File: config.mk
export PLATFORM = sky130hd
export DESIGN_NAME = id_hazard_unit
export DESIGN_NICKNAME = d
export VERILOG_FILES = /design/src/rtl/id_hazard_unit_pkg.sv /design/src/rtl/id_fwd_select.sv /design/src/rtl/id_hazard_unit.sv
export SDC_FILE = /design/constraint.sdc
export NUM_CORES = 1
export LEC_CHECK = 0
export CAP_MARGIN = 5
export CORE_AREA = 2 2 113 115
export DETAILED_ROUTE_END_ITERATION = 7
export DIE_AREA = 0 0 115 117
export HOLD_SLACK_MARGIN = 0.08
export PLACE_DENSITY = 0.73
export SYNTH_ARGS = -nofsm -noshare
export SYNTH_HDL_FRONTEND = slang
export SYNTH_SLANG_ARGS = --single-unit
File: constraint.sdc
create_clock -name clk -period 3.3 [get_ports clk]
set_input_delay 0.495 -clock clk [delete_from_list [all_inputs] [get_ports clk]]
set_output_delay 0.495 -clock clk [all_outputs]
set_load 0.1 [all_outputs]
File: src/rtl/id_hazard_unit_pkg.sv
// Shared constants and types for the decode-stage hazard/bypass unit.
package id_hazard_unit_pkg;

  // Pipeline stall bus layout: bit StallIdIdx freezes the ID register.
  localparam int unsigned StallBusW  = 6;
  localparam int unsigned StallIdIdx = 1;
  localparam logic        Stop       = 1'b1;
  localparam logic        NoStop     = 1'b0;

  // stall_cause bit positions.
  localparam int unsigned CauseRsBit = 0;
  localparam int unsigned CauseRtBit = 1;
  localparam int unsigned CauseMdBit = 2;
  localparam int unsigned CauseW     = 3;

  // Architectural zero register; never forwarded.
  localparam int unsigned RegZero = 0;

  typedef enum logic {
    StEmpty,
    StFull
  } hold_state_e;

endpackage

File: src/rtl/id_fwd_select.sv
// Priority bypass select for one source operand: lowest matching index wins,
// and a not-ready winner raises a hazard instead of falling through to older data.
module id_fwd_select
  import id_hazard_unit_pkg::*;
#(
  parameter int unsigned NumFwd = 2,
  parameter int unsigned Dw     = 32,
  parameter int unsigned Aw     = 5
) (
  input  logic [Aw-1:0]        addr_i,
  input  logic                 used_i,
  input  logic [Dw-1:0]        rf_rdata_i,
  input  logic [NumFwd-1:0]    fwd_we_i,
  input  logic [NumFwd*Aw-1:0] fwd_waddr_i,
  input  logic [NumFwd*Dw-1:0] fwd_wdata_i,
  input  logic [NumFwd-1:0]    fwd_ready_i,
  output logic [Dw-1:0]        data_o,
  output logic                 hazard_o
);

  logic          hit;
  logic          hit_ready;
  logic [Dw-1:0] hit_data;

  // Scan oldest to youngest so the youngest match overwrites the selection.
  always_comb begin
    hit       = 1'b0;
    hit_ready = 1'b0;
    hit_data  = rf_rdata_i;
    for (int i = NumFwd - 1; i >= 0; i--) begin
      if (fwd_we_i[i] && (fwd_waddr_i[i*Aw +: Aw] == addr_i) && (addr_i != Aw'(RegZero))) begin
        hit       = 1'b1;
        hit_ready = fwd_ready_i[i];
        hit_data  = fwd_wdata_i[i*Dw +: Dw];
      end
    end
  end

  // Drive operand and hazard from the winning source.
  always_comb begin
    data_o   = (hit && hit_ready) ? hit_data : rf_rdata_i;
    hazard_o = used_i & hit & ~hit_ready;
  end

endmodule

File: src/rtl/id_hazard_unit.sv
// Decode-stage operand bypass, interlock generation, mult/div busy tracking
// and instruction hold buffer for ID stalls.
module id_hazard_unit
  import id_hazard_unit_pkg::*;
#(
  parameter int unsigned NUM_FWD = 2,
  parameter int unsigned DW      = 32,
  parameter int unsigned AW      = 5,
  parameter int unsigned MD_LAT  = 33
) (
  input  logic                  clk,
  input  logic                  rst,
  input  logic                  flush,
  input  logic                  stall_id,
  input  logic [DW-1:0]         inst_in,
  output logic [DW-1:0]         inst_out,
  input  logic [AW-1:0]         rs_addr,
  input  logic [AW-1:0]         rt_addr,
  input  logic                  rs_used,
  input  logic                  rt_used,
  input  logic [DW-1:0]         rf_rdata1,
  input  logic [DW-1:0]         rf_rdata2,
  input  logic [NUM_FWD-1:0]    fwd_we,
  input  logic [NUM_FWD*AW-1:0] fwd_waddr,
  input  logic [NUM_FWD*DW-1:0] fwd_wdata,
  input  logic [NUM_FWD-1:0]    fwd_ready,
  input  logic                  md_start,
  input  logic                  md_read,
  output logic [DW-1:0]         rs_data,
  output logic [DW-1:0]         rt_data,
  output logic                  stallreq,
  output logic [CauseW-1:0]     stall_cause
);

  localparam int unsigned CntW = $clog2(MD_LAT + 1);

  logic            rs_hazard;
  logic            rt_hazard;
  logic            md_busy;
  logic [CntW-1:0] md_cnt_d, md_cnt_q;
  hold_state_e     hold_state_d, hold_state_q;
  logic [DW-1:0]   hold_buf_d, hold_buf_q;

  id_fwd_select #(
    .NumFwd (NUM_FWD),
    .Dw     (DW),
    .Aw     (AW)
  ) u_fwd_rs (
    .addr_i      (rs_addr),
    .used_i      (rs_used),
    .rf_rdata_i  (rf_rdata1),
    .fwd_we_i    (fwd_we),
    .fwd_waddr_i (fwd_waddr),
    .fwd_wdata_i (fwd_wdata),
    .fwd_ready_i (fwd_ready),
    .data_o      (rs_data),
    .hazard_o    (rs_hazard)
  );

  id_fwd_select #(
    .NumFwd (NUM_FWD),
    .Dw     (DW),
    .Aw     (AW)
  ) u_fwd_rt (
    .addr_i      (rt_addr),
    .used_i      (rt_used),
    .rf_rdata_i  (rf_rdata2),
    .fwd_we_i    (fwd_we),
    .fwd_waddr_i (fwd_waddr),
    .fwd_wdata_i (fwd_wdata),
    .fwd_ready_i (fwd_ready),
    .data_o      (rt_data),
    .hazard_o    (rt_hazard)
  );

  // Combine hazard sources into the stall request and its cause vector.
  always_comb begin
    md_busy                 = (md_cnt_q != '0) & (md_start | md_read);
    stall_cause             = '0;
    stall_cause[CauseRsBit] = rs_hazard;
    stall_cause[CauseRtBit] = rt_hazard;
    stall_cause[CauseMdBit] = md_busy;
    stallreq                = rs_hazard | rt_hazard | md_busy;
  end

  // Mult/div occupancy counter: flush wins over a new issue.
  always_comb begin
    md_cnt_d = md_cnt_q;
    if (flush) begin
      md_cnt_d = '0;
    end else if (md_start && !stallreq && (stall_id == NoStop)) begin
      md_cnt_d = CntW'(MD_LAT);
    end else if (md_cnt_q != '0) begin
      md_cnt_d = md_cnt_q - 1'b1;
    end
  end

  // Hold FSM: capture the SRAM word once on stall entry, replay it until release.
  always_comb begin
    hold_state_d = hold_state_q;
    hold_buf_d   = hold_buf_q;
    inst_out     = inst_in;
    unique case (hold_state_q)
      StEmpty: begin
        if ((stall_id == Stop) && !flush) begin
          hold_buf_d   = inst_in;
          hold_state_d = StFull;
        end
      end
      StFull: begin
        // Buffer still feeds decode in the release cycle.
        inst_out = hold_buf_q;
        if ((stall_id == NoStop) || flush) begin
          hold_state_d = StEmpty;
        end
      end
    endcase
  end

  // State registers with synchronous reset.
  always_ff @(posedge clk) begin
    if (rst) begin
      md_cnt_q     <= '0;
      hold_state_q <= StEmpty;
      hold_buf_q   <= '0;
    end else begin
      md_cnt_q     <= md_cnt_d;
      hold_state_q <= hold_state_d;
      hold_buf_q   <= hold_buf_d;
    end
  end

endmodule

==> qor.log, run 1 <==
[worst_setup_path] crit path buf inv count 5
[worst_hold_path] startpoint of the worst hold path hold_buf_q[29]$_SDFFE_PP0P_
[clocking] buffer cell driving the clock tree root clkbuf_16
[place] final weighted congestion of routability-driven global placement 0.9672
[clocking] Clock Path Buffers 2
[worst_setup_path] arrival time at the worst endpoint 2.75 ns
[clocking] CTS buffer count 5
[drt] drt wl/cell 18.99 um
[global_routing] initial antenna violation count 0
[synth] most instantiated library cell after synthesis nand2_1
[worst_setup_path] startpoint types input port
[place] count of buffers from port buffering 291
[clocking] post-cts hold buffer count 0
[sta] minimum setup slack in the final design 0.05286 ns
[sta] max-slew violation total from the final report 0
[synth] Synth warnings 0
[global_routing] maximum number of pins on one net before global-route repair 65
[sta] maximum clock rate 308.0 MHz
[finish] final std cells w/o fill 929
[global_routing] GRT Resource Usage Total 22.40%
[worst_hold_path] hold crit path type flop to flop
[synth] count of state elements after synthesis 39
[synth] library cell occupying the most area in the post-synthesis netlist dfxtp_1
[synth] top post-synthesis cells by area dfxtp_1 22%, mux2i_1 18%, nand2_1 14%
[synth] proportion of synthesized flip-flops having asynchronous set or reset 0%
[floorplan] Site Rows 41
[synth] Main synth FF type dfxtp_1
[drt] routed via count 4757
[synth] netlist area before placement 3493 um2
[floorplan] Die Width 115 um
[floorplan] Die ar. 13460 um2
[drt] number of iterations in the first detailed-routing pass 4
[worst_setup_path] WP data required 2.80 ns
[worst_setup_path] critical path fanouts, max 8
[worst_setup_path] cell repeated most along the worst path buf_12
[synth] top post-synthesis cells by count 132 x nand2_1, 64 x mux2i_1, 64 x o21ai_0, 39 x dfxtp_1, 34 x a21oi_1
[finish] antenna diode count 0
[worst_setup_path] source of the worst register-to-register timing path md_cnt_q[0]$_SDFFE_PP0P_
[worst_hold_path] Worst Hold Path EP hold_buf_q[29]$_SDFFE_PP0P_
[clocking] clock sink count 39
[synth] Post-synth EDFFs 0
[worst_setup_path] critical path, cell by cell clkdlybuf4s50_1, xnor2_1, o211ai_1, nor4bb_2, mux2i_4, buf_12, buf_4, buf_6, o21ai_1, buf_12
[sta] unrepaired setup endpoints after global routing true
[floorplan] IO Count 292
[worst_setup_path] Reg2Reg Capture Point md_cnt_q[1]$_SDFFE_PP0P_
[power] power per cell area 405.1 nW/um2
[worst_setup_path] slowest stage cell, crit path clkdlybuf4s50_1
[finish] fill cell count 931
[synth] number of instances in the synthesized netlist 476
[drt] total wire length after detailed routing 17650 um
[run_status] result of the run completed
[worst_setup_path] Worst Reg-to-Reg Cells 8
[sta] final critical path time including I/O delays and setup 3.247 ns
[drt] post-route ant nets 0
[synth] mean instance size in the synthesized netlist 7.339 um2
[place] Post-Place Worst Slack -0.2492 ns
[clocking] clock slew seen by the registers of the worst setup and hold paths 0.05 ns
[place] instance count after placement with tap cells included 905
[drt] via density per instance 5.121
[power] leakage 3.228 nW
[synth] net count after synthesis 669
[synth] share of the synthesized area in the top cell type 22.35%
[worst_setup_path] sort of element at the end of the critical path output port
[drt] DRC violations left 0
[global_routing] vias in the first global route 4631
[sta] share of the clock period used by the worst path after layout 98.40%
[finish] share of cells above drive strength 1 31.71%
[finish] number of nets at the end of the flow 971
[place] DPL Wire Length 12830 um
[sta] Max Clock Skew 0.004134 ns
[worst_hold_path] Hold Crit Depth 2
[sta] smallest hold slack 0.4502 ns
[clocking] clock tree from TritonCTS yes
[synth] Unique masters post-synth 33
[worst_setup_path] type of the setup path with the least slack input port to output port
[sta] Final Setup Violations 0
[floorplan] die extent in y 117 um
[job] MaxCap Viol Count 0
[global_routing] global-route wire length before repair 23520 um
[synth] proportion of synthesized chip area in sequential cells 22.35%
[worst_setup_path] number of cells on the critical path 10
[finish] Area growth syn-to-layout 128.9%
[worst_setup_path] family with the most delay on the worst path buffers and inverters
[global_routing] Overflow after GRT 0
[floorplan] initial cell density of the core 28.37%
[drt] drt initial violations 250
[worst_setup_path] Register-to-Register Setup Slack 1.59 ns
[clocking] clock network latency to the later pin of the worst-skew pair 0.29 ns
[floorplan] core outline area 12310 um2
[sta] final count of hold timing violations 0
[power] highest ir drop seen on vdd 0.3906 mV
[sta] relative slew slack 30.78%
[sta] actual transition at the worst max-transition pin 1.036 ns
[power] Total Power 3.240 mW
[worst_setup_path] largest stage delay on the critical path 0.51 ns
[clocking] H-tree lvl count 2
through the flow:
step / setup TNS, ns / utilization, % / area (um2)
global placement: -4.645 / 58.97 / 7261
global route: -0.4186 / 64.96 / 7998
CTS: 0 / 61.72 / 7599
finish: 0 / 64.96 / 7998
detailed placement: -7.399 / 58.97 / 7261
floorplan: -18.76 / - / 3493
flip-flops by register name, summed over array words and instances (netlist names):
| signal | flops |
|---|---|
| hold_state_q | 1 |
| hold_buf_q | 32 |
| md_cnt_q | 6 |
layer usage:
metal  global-route usage, %  wire [um]  vias up  part of all wire [%]
met5                       0          0        -                     0
met4                   9.076        825        0                   4.7
li1                        -          -     2262                     -
met1                   22.12       5909     2233                    33
met2                   42.98       9339      208                    53
met3                   7.518       1571       54                   8.9
where the power goes:
group / switching (mW) / total (mW) / internal [mW] / leakage (nW)
clock: 0.185 / 0.619 / 0.433 / 0.0911
combinational: 1.29 / 2.07 / 0.778 / 2.82
sequential: 0.0343 / 0.551 / 0.517 / 0.318
total: 1.51 / 3.24 / 1.73 / 3.23
layout by cell type (no fill, tap or decap), types with 3 or more instances in the layout:
| cell type | n |
|---|---|
| mux2_2 | 32 |
| o21ai_1 | 20 |
| nor4_1 | 3 |
| dlymetal6s2s_1 | 4 |
| dlygate4sd2_1 | 7 |
| xor2_1 | 6 |
| clkdlybuf4s50_1 | 177 |
| o21ai_2 | 41 |
| clkbuf_16 | 10 |
| buf_6 | 7 |
| xnor2_1 | 15 |
| a21oi_1 | 34 |
| buf_12 | 70 |
| o21ai_4 | 3 |
| inv_1 | 3 |
| nor3_1 | 5 |
| nand2_1 | 130 |
| mux2i_1 | 63 |
| dfxtp_1 | 39 |
| nor2_1 | 8 |
| buf_4 | 57 |
what timing repair did:
item / 4_1_cts / 5_1_grt
buffers inserted: 3 / 6
pin swaps: 6 / 5
gates resized for setup: 38 / 53
gates cloned: 1 / 7
setup endpoints to repair: 47 / 53
area by class of cell:
| cell class | instances | area (um2) | area share, % |
|---|---|---|---|
| Clock inverter | 2 | 60.06 | 0.7509 |
| Clock buffer | 6 | 128.9 | 1.611 |
| Inverter | 3 | 11.26 | 0.1408 |
| Timing Repair Buffer | 333 | 4011 | 50.16 |
| Multi-Input combinational cell | 396 | 2818 | 35.23 |
| Tap cell | 150 | 187.7 | 2.347 |
| Sequential cell | 39 | 780.7 | 9.762 |
how the worst max path moves through the flow:
stage            startpoint     endpoint  slack, ns
6_report       fwd_waddr[5]   rs_data[6]       0.05
5_1_grt        fwd_waddr[5]   rs_data[7]      -0.05
4_1_cts          rs_addr[4]     stallreq       0.02
3_5_place_dp     rs_addr[3]   rs_data[3]      -0.25
3_3_place_gp     rs_addr[3]   rs_data[2]      -0.18
2_1_floorplan    rs_addr[1]  rs_data[10]      -0.31
tightest hold or removal path: cells and delay by family, from the launching register on:
family,cells,cell delay [ns]
compound gates,1,0.05
simple gates,1,0.05
flops,1,0.30
cells by family (layout without fill, tap and decap cells):
logic type | after synthesis | in the layout | share of synthesized area [%]
simple gates | 168 | 168 | 20.09
compound gates | 104 | 104 | 15.54
mux | 100 | 100 | 30.30
buf+inv | 41 | 344 | 5.587
flops | 39 | 39 | 22.35
xor+xnor | 23 | 23 | 5.766
fa+ha+maj | 1 | 1 | 0.3581
(Power assumes the default switching activity.)
==> run 2, diff against run 1 <==
--- a/config.mk
+++ b/config.mk
@@ -5,6 +5,7 @@
 export SDC_FILE = /design/constraint.sdc
 export NUM_CORES = 1
 export LEC_CHECK = 0
+export ABC_CLOCK_PERIOD_IN_PS = 3300
 export CAP_MARGIN = 5
 export CORE_AREA = 2 2 113 115
 export DETAILED_ROUTE_END_ITERATION = 7
==> results of run 2 <==
Same layout as run 1: the final DEF is identical, and so are final timing and power.
